[src/rtl/prog_loader_pkg.sv]
// prog_loader_pkg: shared constants and types for the program loader.
//   state_e            - loader FSM state encoding
//   SYNC_BYTE_DEFAULT  - default frame start marker
//   WORD_W             - instruction word width in bits
package prog_loader_pkg;

  typedef enum logic [2:0] {
    IDLE,
    LEN,
    DATA_HI,
    DATA_LO,
    CHECK,
    DONE,
    ERROR
  } state_e;

  localparam logic [7:0] SYNC_BYTE_DEFAULT = 8'hA5;
  localparam int         WORD_W            = 16;

endpackage

[src/rtl/prog_loader_gap.sv]
// gap_timer: byte-gap watchdog for the program loader.
//   clk, reset : clock and synchronous active-high reset
//   enable     : count only while a frame is in progress; counter held at 0 otherwise
//   kick       : a byte arrived this cycle; restarts the count
//   expired    : this is the TIMEOUT_CYC-th consecutive cycle without a byte
module gap_timer #(
  parameter int TIMEOUT_CYC = 1000
) (
  input  logic clk,
  input  logic reset,
  input  logic enable,
  input  logic kick,
  output logic expired
);

  localparam int              CNT_W = $clog2(TIMEOUT_CYC + 1);
  localparam logic [CNT_W-1:0] TERM = CNT_W'(TIMEOUT_CYC - 1);

  logic [CNT_W-1:0] cnt_q, cnt_d;

  // cnt_q holds the number of byte-less cycles already elapsed; the cycle on
  // which it equals TERM is the TIMEOUT_CYC-th one. A kick on that same cycle
  // wins, so a byte at the terminal count is never lost.
  always_comb begin
    expired = enable && !kick && (cnt_q == TERM);
    cnt_d   = cnt_q + 1'b1;
    if (!enable || kick || expired) begin
      cnt_d = '0;
    end
  end

  always_ff @(posedge clk) begin
    if (reset) begin
      cnt_q <= '0;
    end else begin
      cnt_q <= cnt_d;
    end
  end

endmodule

[src/rtl/prog_loader.sv]
// prog_loader: receives a framed program over a byte stream and writes it into
// instruction memory, holding the processor in reset until a frame verifies.
// Frame: SYNC_BYTE, N, N x {hi, lo}, C where C = XOR of the 2N data bytes.
//   clk, reset          : clock, synchronous active-high reset
//   rx_valid, rx_data   : one-cycle byte strobe and byte
//   mem_we              : one-cycle write strobe per received word
//   mem_addr, mem_wdata : word index within the frame and the {hi,lo} word
//   cpu_reset           : high except after a verified frame
//   load_done           : verified frame loaded (sticky until reset)
//   err                 : last frame failed (length, checksum or byte gap)
module prog_loader
  import prog_loader_pkg::*;
#(
  parameter int         ADDR_W      = 8,
  parameter logic [7:0] SYNC_BYTE   = SYNC_BYTE_DEFAULT,
  parameter int         TIMEOUT_CYC = 1000
) (
  input  logic              clk,
  input  logic              reset,
  input  logic              rx_valid,
  input  logic [7:0]        rx_data,
  output logic              mem_we,
  output logic [ADDR_W-1:0] mem_addr,
  output logic [WORD_W-1:0] mem_wdata,
  output logic              cpu_reset,
  output logic              load_done,
  output logic              err
);

  // Wide enough for both N (8 bits) and 2^ADDR_W, so the length check and the
  // word index never overflow.
  localparam int               CNT_W     = ((ADDR_W > 8) ? ADDR_W : 8) + 1;
  localparam logic [CNT_W-1:0] MAX_WORDS = CNT_W'(2 ** ADDR_W);

  state_e            state_q, state_d;
  logic [CNT_W-1:0]  len_q, len_d;
  logic [CNT_W-1:0]  idx_q, idx_d;
  logic [7:0]        hi_q, hi_d;
  logic [7:0]        csum_q, csum_d;
  logic              mem_we_q, mem_we_d;
  logic [ADDR_W-1:0] mem_addr_q, mem_addr_d;
  logic [WORD_W-1:0] mem_wdata_q, mem_wdata_d;
  logic              cpu_reset_q, cpu_reset_d;
  logic              load_done_q, load_done_d;
  logic              err_q, err_d;

  logic              timer_en;
  logic              expired;

  assign timer_en = (state_q == LEN) || (state_q == DATA_HI) ||
                    (state_q == DATA_LO) || (state_q == CHECK);

  gap_timer #(
    .TIMEOUT_CYC(TIMEOUT_CYC)
  ) u_gap_timer (
    .clk    (clk),
    .reset  (reset),
    .enable (timer_en),
    .kick   (rx_valid),
    .expired(expired)
  );

  always_comb begin
    state_d     = state_q;
    len_d       = len_q;
    idx_d       = idx_q;
    hi_d        = hi_q;
    csum_d      = csum_q;
    mem_we_d    = 1'b0;
    mem_addr_d  = mem_addr_q;
    mem_wdata_d = mem_wdata_q;

    case (state_q)
      IDLE, ERROR: begin
        if (rx_valid && (rx_data == SYNC_BYTE)) begin
          state_d = LEN;
          csum_d  = '0;
          idx_d   = '0;
        end
      end
      LEN: begin
        if (rx_valid) begin
          len_d = CNT_W'(rx_data);
          if ((rx_data == 8'd0) || (CNT_W'(rx_data) > MAX_WORDS)) begin
            state_d = ERROR;
          end else begin
            state_d = DATA_HI;
          end
        end else if (expired) begin
          state_d = ERROR;
        end
      end
      DATA_HI: begin
        if (rx_valid) begin
          hi_d    = rx_data;
          csum_d  = csum_q ^ rx_data;
          state_d = DATA_LO;
        end else if (expired) begin
          state_d = ERROR;
        end
      end
      DATA_LO: begin
        if (rx_valid) begin
          csum_d      = csum_q ^ rx_data;
          mem_we_d    = 1'b1;
          mem_addr_d  = idx_q[ADDR_W-1:0];
          mem_wdata_d = {hi_q, rx_data};
          if ((idx_q + 1'b1) == len_q) begin
            state_d = CHECK;
          end else begin
            idx_d   = idx_q + 1'b1;
            state_d = DATA_HI;
          end
        end else if (expired) begin
          state_d = ERROR;
        end
      end
      CHECK: begin
        if (rx_valid) begin
          state_d = (rx_data == csum_q) ? DONE : ERROR;
        end else if (expired) begin
          state_d = ERROR;
        end
      end
      DONE: begin
        state_d = DONE;
      end
      default: begin
        state_d = IDLE;
      end
    endcase

    // Status outputs are registered from the next state so they change on the
    // same edge that accepts the deciding byte.
    load_done_d = (state_d == DONE);
    err_d       = (state_d == ERROR);
    cpu_reset_d = (state_d != DONE);
  end

  always_ff @(posedge clk) begin
    if (reset) begin
      state_q     <= IDLE;
      len_q       <= '0;
      idx_q       <= '0;
      hi_q        <= '0;
      csum_q      <= '0;
      mem_we_q    <= 1'b0;
      mem_addr_q  <= '0;
      mem_wdata_q <= '0;
      cpu_reset_q <= 1'b1;
      load_done_q <= 1'b0;
      err_q       <= 1'b0;
    end else begin
      state_q     <= state_d;
      len_q       <= len_d;
      idx_q       <= idx_d;
      hi_q        <= hi_d;
      csum_q      <= csum_d;
      mem_we_q    <= mem_we_d;
      mem_addr_q  <= mem_addr_d;
      mem_wdata_q <= mem_wdata_d;
      cpu_reset_q <= cpu_reset_d;
      load_done_q <= load_done_d;
      err_q       <= err_d;
    end
  end

  assign mem_we    = mem_we_q;
  assign mem_addr  = mem_addr_q;
  assign mem_wdata = mem_wdata_q;
  assign cpu_reset = cpu_reset_q;
  assign load_done = load_done_q;
  assign err       = err_q;

endmodule

[config.mk]
export PLATFORM = sky130hd
export DESIGN_NAME = prog_loader
export DESIGN_NICKNAME = d
export VERILOG_FILES = /design/src/rtl/prog_loader_pkg.sv /design/src/rtl/prog_loader_gap.sv /design/src/rtl/prog_loader.sv
export SDC_FILE = /design/constraint.sdc
export NUM_CORES = 1
export LEC_CHECK = 0
export CAP_MARGIN = 5
export CORE_UTILIZATION = 54
export DETAILED_ROUTE_END_ITERATION = 6
export PLACE_DENSITY = 0.78
export SETUP_SLACK_MARGIN = 0.5
export SLEW_MARGIN = 5
export SYNTH_ARGS = -nofsm -noshare
export SYNTH_HDL_FRONTEND = slang
export SYNTH_SLANG_ARGS = --single-unit
[constraint.sdc]
create_clock -name clk -period 5.32 [get_ports clk]
set_input_delay 0.532 -clock clk [delete_from_list [all_inputs] [get_ports clk]]
set_output_delay 0.532 -clock clk [all_outputs]
set_load 0.05 [all_outputs]
==> results of run 1 <==
flip-flops by register name, summed over array words and instances, names as in the netlist:
name and count:
mem_we 1, hi_q 8, state_q 3, cpu_reset 1
mem_addr 8, idx_q 9, len_q 8, u_gap_timer.cnt_q 10
mem_wdata 16, csum_q 8, err 1, load_done 1
per-stage QoR:
step                worst slack [ns]  instance area (um^2)  std cells  hold WS, ns  util [%]
floorplan                       3.03                  3690        457        0.430         -
global placement                2.06                  4040        542        0.442      62.5
detailed placement              1.90                  4040        542        0.447      62.5
CTS                             2.23                  4300        557        0.458      66.6
global route                    1.97                  4300        557        0.484      66.6
finish                          2.16                  4300        557        0.456      66.6
layout by cell type (no fill, tap or decap), types with 2 or more instances in the layout:
| cell type | synthesis | final |
|---|---|---|
| sky130_fd_sc_hd__a211oi_1 | 2 | 2 |
| sky130_fd_sc_hd__a21oi_1 | 52 | 52 |
| sky130_fd_sc_hd__a311oi_1 | 3 | 3 |
| sky130_fd_sc_hd__a31oi_1 | 2 | 2 |
| sky130_fd_sc_hd__a31oi_2 | 2 | 2 |
| sky130_fd_sc_hd__and2_1 | 2 | 2 |
| sky130_fd_sc_hd__and3_1 | 10 | 10 |
| sky130_fd_sc_hd__buf_4 | 1 | 3 |
| sky130_fd_sc_hd__bufinv_16 | 0 | 4 |
| sky130_fd_sc_hd__clkbuf_8 | 0 | 9 |
| sky130_fd_sc_hd__clkdlybuf4s50_1 | 0 | 37 |
| sky130_fd_sc_hd__dfxtp_1 | 74 | 74 |
| sky130_fd_sc_hd__ha_1 | 4 | 4 |
| sky130_fd_sc_hd__inv_1 | 8 | 8 |
| sky130_fd_sc_hd__inv_6 | 0 | 2 |
| sky130_fd_sc_hd__mux2i_1 | 9 | 9 |
| sky130_fd_sc_hd__nand2_1 | 85 | 85 |
| sky130_fd_sc_hd__nand2b_1 | 5 | 5 |
| sky130_fd_sc_hd__nand3_1 | 14 | 14 |
| sky130_fd_sc_hd__nand3b_1 | 9 | 9 |
| sky130_fd_sc_hd__nand4_1 | 5 | 5 |
| sky130_fd_sc_hd__nor2_1 | 31 | 31 |
| sky130_fd_sc_hd__nor2b_1 | 10 | 10 |
| sky130_fd_sc_hd__nor3_1 | 8 | 8 |
| sky130_fd_sc_hd__nor4_1 | 2 | 2 |
| sky130_fd_sc_hd__o2111ai_1 | 2 | 2 |
| sky130_fd_sc_hd__o211ai_1 | 2 | 2 |
| sky130_fd_sc_hd__o21ai_0 | 14 | 14 |
| sky130_fd_sc_hd__o21ai_1 | 5 | 5 |
| sky130_fd_sc_hd__o32ai_2 | 4 | 4 |
| sky130_fd_sc_hd__or3_1 | 6 | 6 |
| sky130_fd_sc_hd__xnor2_1 | 19 | 19 |
| sky130_fd_sc_hd__xor2_1 | 7 | 7 |
final cells by class:
class | count | area, um^2
Sequential cell | 74 | 1480
Multi-Input combinational cell | 342 | 2030
Clock buffer | 9 | 124
Clock inverter | 6 | 138
Timing Repair Buffer | 41 | 398
Tap cell | 77 | 96.3
Inverter | 8 | 30.0
Fill cell | 518 | 2160
routing by layer:
metal  track usage (%)  routed length, um  vias up  share of wire, %
met3              4.52                301       15               3.6
met1              31.0               3870     1485                46
li1                  -                  -     1626                 -
met5                 0                  0        -                 0
met4              11.2                154        0               1.8
met2              41.0               4130       81                49
power by group:
group	switching [uW]	leakage (uW)	internal [uW]	total (uW)
Sequential	0.149	0.000596	553	554
Clock	214	0.000130	360	574
Combinational	21.7	0.000660	10.6	32.3
worst max-delay path, stage by stage:
cell and delay, ns:
sky130_fd_sc_hd__clkdlybuf4s50_1 0.77, sky130_fd_sc_hd__nor2b_1 0.38, sky130_fd_sc_hd__and3_1 0.91, sky130_fd_sc_hd__nor2_1 0.27
sky130_fd_sc_hd__a311oi_1 0.40, sky130_fd_sc_hd__o32ai_2 0.12
worst max-delay path by stage:
stage	startpoint	to	slack, ns	depth (start not counted)
floorplan	idx_q[0]	idx_q[3]	3.03	8
global placement	rx_valid	idx_q[8]	2.06	6
detailed placement	rx_valid	idx_q[4]	1.90	6
CTS	rx_valid	idx_q[4]	2.23	6
global route	rx_valid	idx_q[4]	1.97	6
finish	rx_valid	idx_q[4]	2.16	6
kinds of logic (layout without fill, tap and decap cells):
group                    Yosys count  count (layout)  synth area share, %
AO/OA/AOI/OAI                    105             105                 19.2
multiplexers                       9               9                 2.44
buffers and inverters             41              64                 4.84
flip-flops                        74              74                 40.1
AND/OR/NAND/NOR                  198             198                 25.8
adder cells (fa/ha/maj)            4               4                 1.36
XOR/XNOR                          26              26                 6.17
==> summary.md, run 1 <==
| Metric | Value |
|---|---|
| Proportion of layout cells with a drive suffix above 1 | under 10% |
| Final GP Congestion | ~0.88 |
| Top cells by instance count after synthesis | sky130_fd_sc_hd__nand2_1 (85), sky130_fd_sc_hd__dfxtp_1 (74), sky130_fd_sc_hd__a21oi_1 (52) |
| Skew final | 0.0142 ns |
| Height of the die | about 85 um |
| Class of the tightest hold or removal check | flip-flop to flip-flop |
| Total power consumption of the routed design | 1160 uW |
| Top_reg_cell synth | sky130_fd_sc_hd__dfxtp_1 |
| NumNets Final | between 400 and 500 |
| Per-instance average area after synthesis | 8.08 um^2 |
| Largest driver fanout on the critical path | 27 |
| Worst Max-Slew Pin Slew | ~1.1 ns |
| Count of unique library cells instantiated by Yosys | slightly above 60 |
| Worst path arrival time | approximately 3.4 ns |
| Top Ports | 39 |
| Flip-flop and latch count after synthesis | 74 |
| Via count of the first global-routing pass | 3021 |
| Endpoint class of the critical path | flip-flop |
| Wire length after detailed routing | 8460 um |
| Clock tree from TritonCTS | done |
| Total vias in the final route | roughly 3200 |
| Setup TNS | 0 ns |
| Cell with the most instances after synthesis | sky130_fd_sc_hd__nand2_1 |
| Post_cts resized | 0 |
| Number of flops mapped to enable cells by yosys | 0 |
| Clk Tree Root Cell | sky130_fd_sc_hd__clkbuf_8 |
| Net Count, Synth | between 400 and 500 |
| Placeable core region | 6460 um^2 |
| Final critical path time including I/O delays and setup | roughly 3.2 ns |
| Worst min-delay path endpoint | mem_addr[5] |
| Synthesized instance count | 457 |
| Hold buffer count at CTS | 0 |
| R2R Path Start | idx_q[0] |
| Seq/Total Area, Yosys | 40.1% |
| Overall Global Routing Usage | roughly a quarter |
| Number of warnings reported in the yosys synthesis log | 0 |
| Row Count | 29 |
| Wire length of the first global-routing pass | 14200 um |
| Run status | finished, final reports clean |
| Remaining antenna violation count after routing | 0 |
| Width of the chip | between 80 and 90 um |
| Detailed-router iteration count before antenna repair | 4 |
| Buffers inserted during post-CTS setup optimization | 0 |
| Antenna violations before repair | 0 |
| Reg2reg end | idx_q[7] |
| Worst Hold Depth | 2 |
| Source-to-sink clock delay at the later pin of the worst-skew pair | around 0.35 ns |
| Ys async rst share | 0% |
| Area growth syn-to-layout | 16.4% |
| Maximum clock frequency | between 300 and 400 MHz |
| Number of violations of the max-capacitance limit | 0 |
| Number of diodes added for antenna fixing | 0 |
| Power density over cell area | around 270 nW/um^2 |
| Yosys top cell by area | sky130_fd_sc_hd__dfxtp_1 |
| Num Clock Sinks | 74 |
| Starting DRT DRC Count | roughly 150 |
| Critical Path Start Type | input pin |
| Synth top area share | ~40% |
| Main area contributors after synthesis | sky130_fd_sc_hd__dfxtp_1 (40%), sky130_fd_sc_hd__nand2_1 (8.6%), sky130_fd_sc_hd__a21oi_1 (7.0%), sky130_fd_sc_hd__xnor2_1 (4.5%), sky130_fd_sc_hd__nor2_1 (3.2%) |
| Maximum vdd ir drop | 222 uV |
| Post-DP HPWL | between 5000 and 6000 um |
| Largest net degree at the start of global routing | between 50 and 60 |
| DRC viols | 0 |
| RSZ-0062 raised after global routing | false |
| Number of port buffers | 38 |
| Routed len/inst | 15.2 um |
| Final Hold Viols | 0 |
| Gr ovfl total | 0 |
| Reported leakage power | around 0.0014 uW |
| Internal reg-to-reg setup slack | 2.47 ns |
| Area of the die | just over 7000 um^2 |
| Pins Over Slew Limit | 0 |
| Hold Startpoint | mem_addr[5] |
| Initial Util | between 50% and 60% |
| Total clock buffers created by CTS | 9 |
| Clock H-tree levels | 3 |
| R2R cell count | 7 |
| Final worst-path cycle share | about three fifths |
| Critical path class | input pin to flip-flop |
| Critical path data required time | about 5.5 ns |
| Number of vias per cell | ~5.8 |
| # setup viols final | 0 |
| Synth Cell Area | 3690 um^2 |
| Maximum root-to-sink buffer count | 2 |
| Relative max-transition margin | between 20 and 30% |
| CTS clk-pin slew, worst paths | around 0.08 ns |
Power figures use the tool's default switching activity.
==> run 2, diff against run 1 <==
==> constraint.sdc (replaced) <==
create_clock -name clk -period 3.1 [get_ports clk]
set_input_delay 0.31 -clock clk [delete_from_list [all_inputs] [get_ports clk]]
set_output_delay 0.31 -clock clk [all_outputs]
set_load 0.05 [all_outputs]
==> summary.md, run 2 (same netlist as run 1, synthesis figures left out) <==
| Metric | Value |
|---|---|
| Pins Over Slew Limit | 0 (unchanged) |
| Final critical path time including I/O delays and setup | around 2.5 ns |
| Number of violations of the max-capacitance limit | 0 (unchanged) |
| # setup viols final | 0 (unchanged) |
| Run status | finished, final reports clean |
| Hold buffer count at CTS | 0 (unchanged) |
| Skew final | 0.00525 ns (-0.00897 ns) |
| DRC viols | 0 (unchanged) |
| Worst Setup Slack, final | 0.617 ns (-1.55 ns) |
| Initial Util | 57.2% (unchanged) |
| Endpoint class of the critical path | flip-flop |
| Clk Tree Root Cell | sky130_fd_sc_hd__clkbuf_8 |
| Library cell contributing the largest single delay on the critical path | sky130_fd_sc_hd__a2111oi_1 |
| Largest driver fanout on the critical path | 11 (-59%) |
| Cell count after placement | 549 (+1.3%) |
| Proportion of layout cells with a drive suffix above 1 | 9.03% (+1.7 points) |
| M3 GR Usage | 6.00% (+1.5 points) |
| Area growth syn-to-layout | 17.5% |
| Worst slack at placement | 0.417 ns (-1.48 ns) |
| Most frequent standard cell in the layout excluding fill and tap cells | sky130_fd_sc_hd__nand2_1 |
| Via count of the first global-routing pass | 3144 (+4.1%) |
| Layer carrying the most global-route usage | met2 |
| NumNets Final | 498 (+1.4%) |
| RSZ-0062 raised after global routing | false |
| Met2 global-route usage | 43.3% (+2.3 points) |
| Worst Max-Slew Pin Slew | 0.690 ns (-0.386 ns) |
| Critical Path Start Type | flip-flop |
| CTS clk-pin slew, worst paths | 0.08 ns (about the same) |
| Detailed-router iteration count before antenna repair | 4 (unchanged) |
| Number of vias per cell | 5.83 (+1.2%) |
| Row Count | 29 (unchanged) |
| Crit-path max cell delay | 0.56 ns (-0.35 ns) |
| Wire length of the first global-routing pass | 14700 um (+3.3%) |
| Overall Global Routing Usage | 25.8% (+1.2 points) |
| CP Cell Sequence | ha_2, and3_4, nand3_1, a2111oi_1, or3_4, a31oi_2, a311oi_2 |
| Height of the die | 84.7 um (unchanged) |
| Critical path class | flip-flop to flip-flop |
| Worst path arrival time | 2.76 ns (-0.62 ns) |
| Class of the tightest hold or removal check | input pin to flip-flop |
| Reported leakage power | 0.00141 uW (+1.7%) |
| Area of the die | 7170 um^2 (unchanged) |
| Maximum vdd ir drop | 388 uV (+75%) |
| Maximum clock frequency | approximately 400 MHz |
| Post-DP HPWL | 6010 um (+7.2%) |
| Antenna violations before repair | 0 (unchanged) |
| Largest net degree at the start of global routing | 42 (-29%) |
| Gr ovfl total | 0 (unchanged) |
| Wire length after detailed routing | 8660 um (+2.5%) |
| Buffers inserted during post-CTS setup optimization | 0 (unchanged) |
| Total vias in the final route | 3286 (+2.5%) |
| Final Hold Viols | 0 (unchanged) |
| Final GP Congestion | 0.900 (+2.8%) |
| Number of standard cells in the layout, taps in and fillers out | 564 (+1.3%) |
| Max FFs per register | 16 (unchanged) |
| Maximum root-to-sink buffer count | 2 (unchanged) |
| Number of diodes added for antenna fixing | 0 (unchanged) |
| Total power consumption of the routed design | 1920 uW (+66%) |
| Worst slack on hold paths | 0.372 ns (-0.0839 ns) |
| Routed len/inst | 15.4 um (+1.2%) |
| Final worst-path cycle share | approximately four fifths |
| Width of the chip | 84.7 um (unchanged) |
| Starting DRT DRC Count | 208 (+40%) |
| Number of port buffers | 38 (unchanged) |
| Setup TNS | 0 ns (unchanged) |
| Remaining antenna violation count after routing | 0 (unchanged) |
| Met1 Track Usage GR | 32.5% (+1.4 points) |
| Source-to-sink clock delay at the later pin of the worst-skew pair | 0.35 ns (about the same) |
| Total clock buffers created by CTS | 9 (unchanged) |
| Clock tree from TritonCTS | done |
| Clock H-tree levels | 3 (unchanged) |
| Critical path data required time | 3.37 ns (-2.17 ns) |
| Placeable core region | 6460 um^2 (unchanged) |
| Power density over cell area | 443 nW/um^2 (+64%) |
| Most used cells in the layout excluding fill and tap cells | sky130_fd_sc_hd__nand2_1 (85), sky130_fd_sc_hd__dfxtp_1 (74), sky130_fd_sc_hd__a21oi_1 (52) |
| Num Clock Sinks | 74 (unchanged) |
| Relative max-transition margin | 53.6% (+25 points) |
| Top Ports | 39 (unchanged) |
run 2: report_power, final:
| part | internal [uW] | leakage [uW] | switching, uW |
|---|---|---|---|
| sequential | 950 | 0.000596 | 0.248 |
| clock | 551 | 0.000118 | 360 |
| combinational | 21.4 | 0.000696 | 39.1 |
run 2: path summary, 6_finish.rpt:
path                                   from     endpoint  slack [ns]  depth (start not counted)
worst max register to register     idx_q[1]     idx_q[8]        0.62                          7
worst min-delay path                  reset  mem_addr[0]        0.37                          2
worst max-delay path               idx_q[1]     idx_q[8]        0.62                          7
worst min register to register  mem_addr[0]  mem_addr[0]        0.46                          2
run 2: worst max-delay path, delay by kind of cell (launching register included):
family                   cells  cell delay (ns)
AO/OA/AOI/OAI                3             0.96
AND/OR/NAND/NOR              3             0.68
flip-flops                   1             0.44
adder cells (fa/ha/maj)      1             0.31
run 2: per-stage QoR:
step / utilization (%) / instance area (um^2)
finish: 67.2 / 4340
global route: 67.2 / 4340
CTS: 67.1 / 4340
detailed placement: 63.3 / 4090
global placement: 63.3 / 4090
floorplan: - / 3690
run 2: area by class of cell:
type	count	area, um^2
Timing Repair Buffer	48	450
Clock inverter	5	103
Sequential cell	74	1480
Tap cell	77	96.3
Fill cell	576	2120
Inverter	8	30.0
Clock buffer	10	138
Multi-Input combinational cell	342	2040
run 2: what timing repair did:
item	in CTS	in global routing
setup endpoints to repair	8	9
gates resized for setup	1	1
pin swaps	0	0
run 2: per-layer routing:
| layer | vias to the layer above | share of wire, % |
|---|---|---|
| met3 | 16 | 4.2 |
| met4 | 0 | 1.5 |
| met1 | 1562 | 44 |
| met5 | - | 0 |
| li1 | 1633 | - |
| met2 | 75 | 50 |
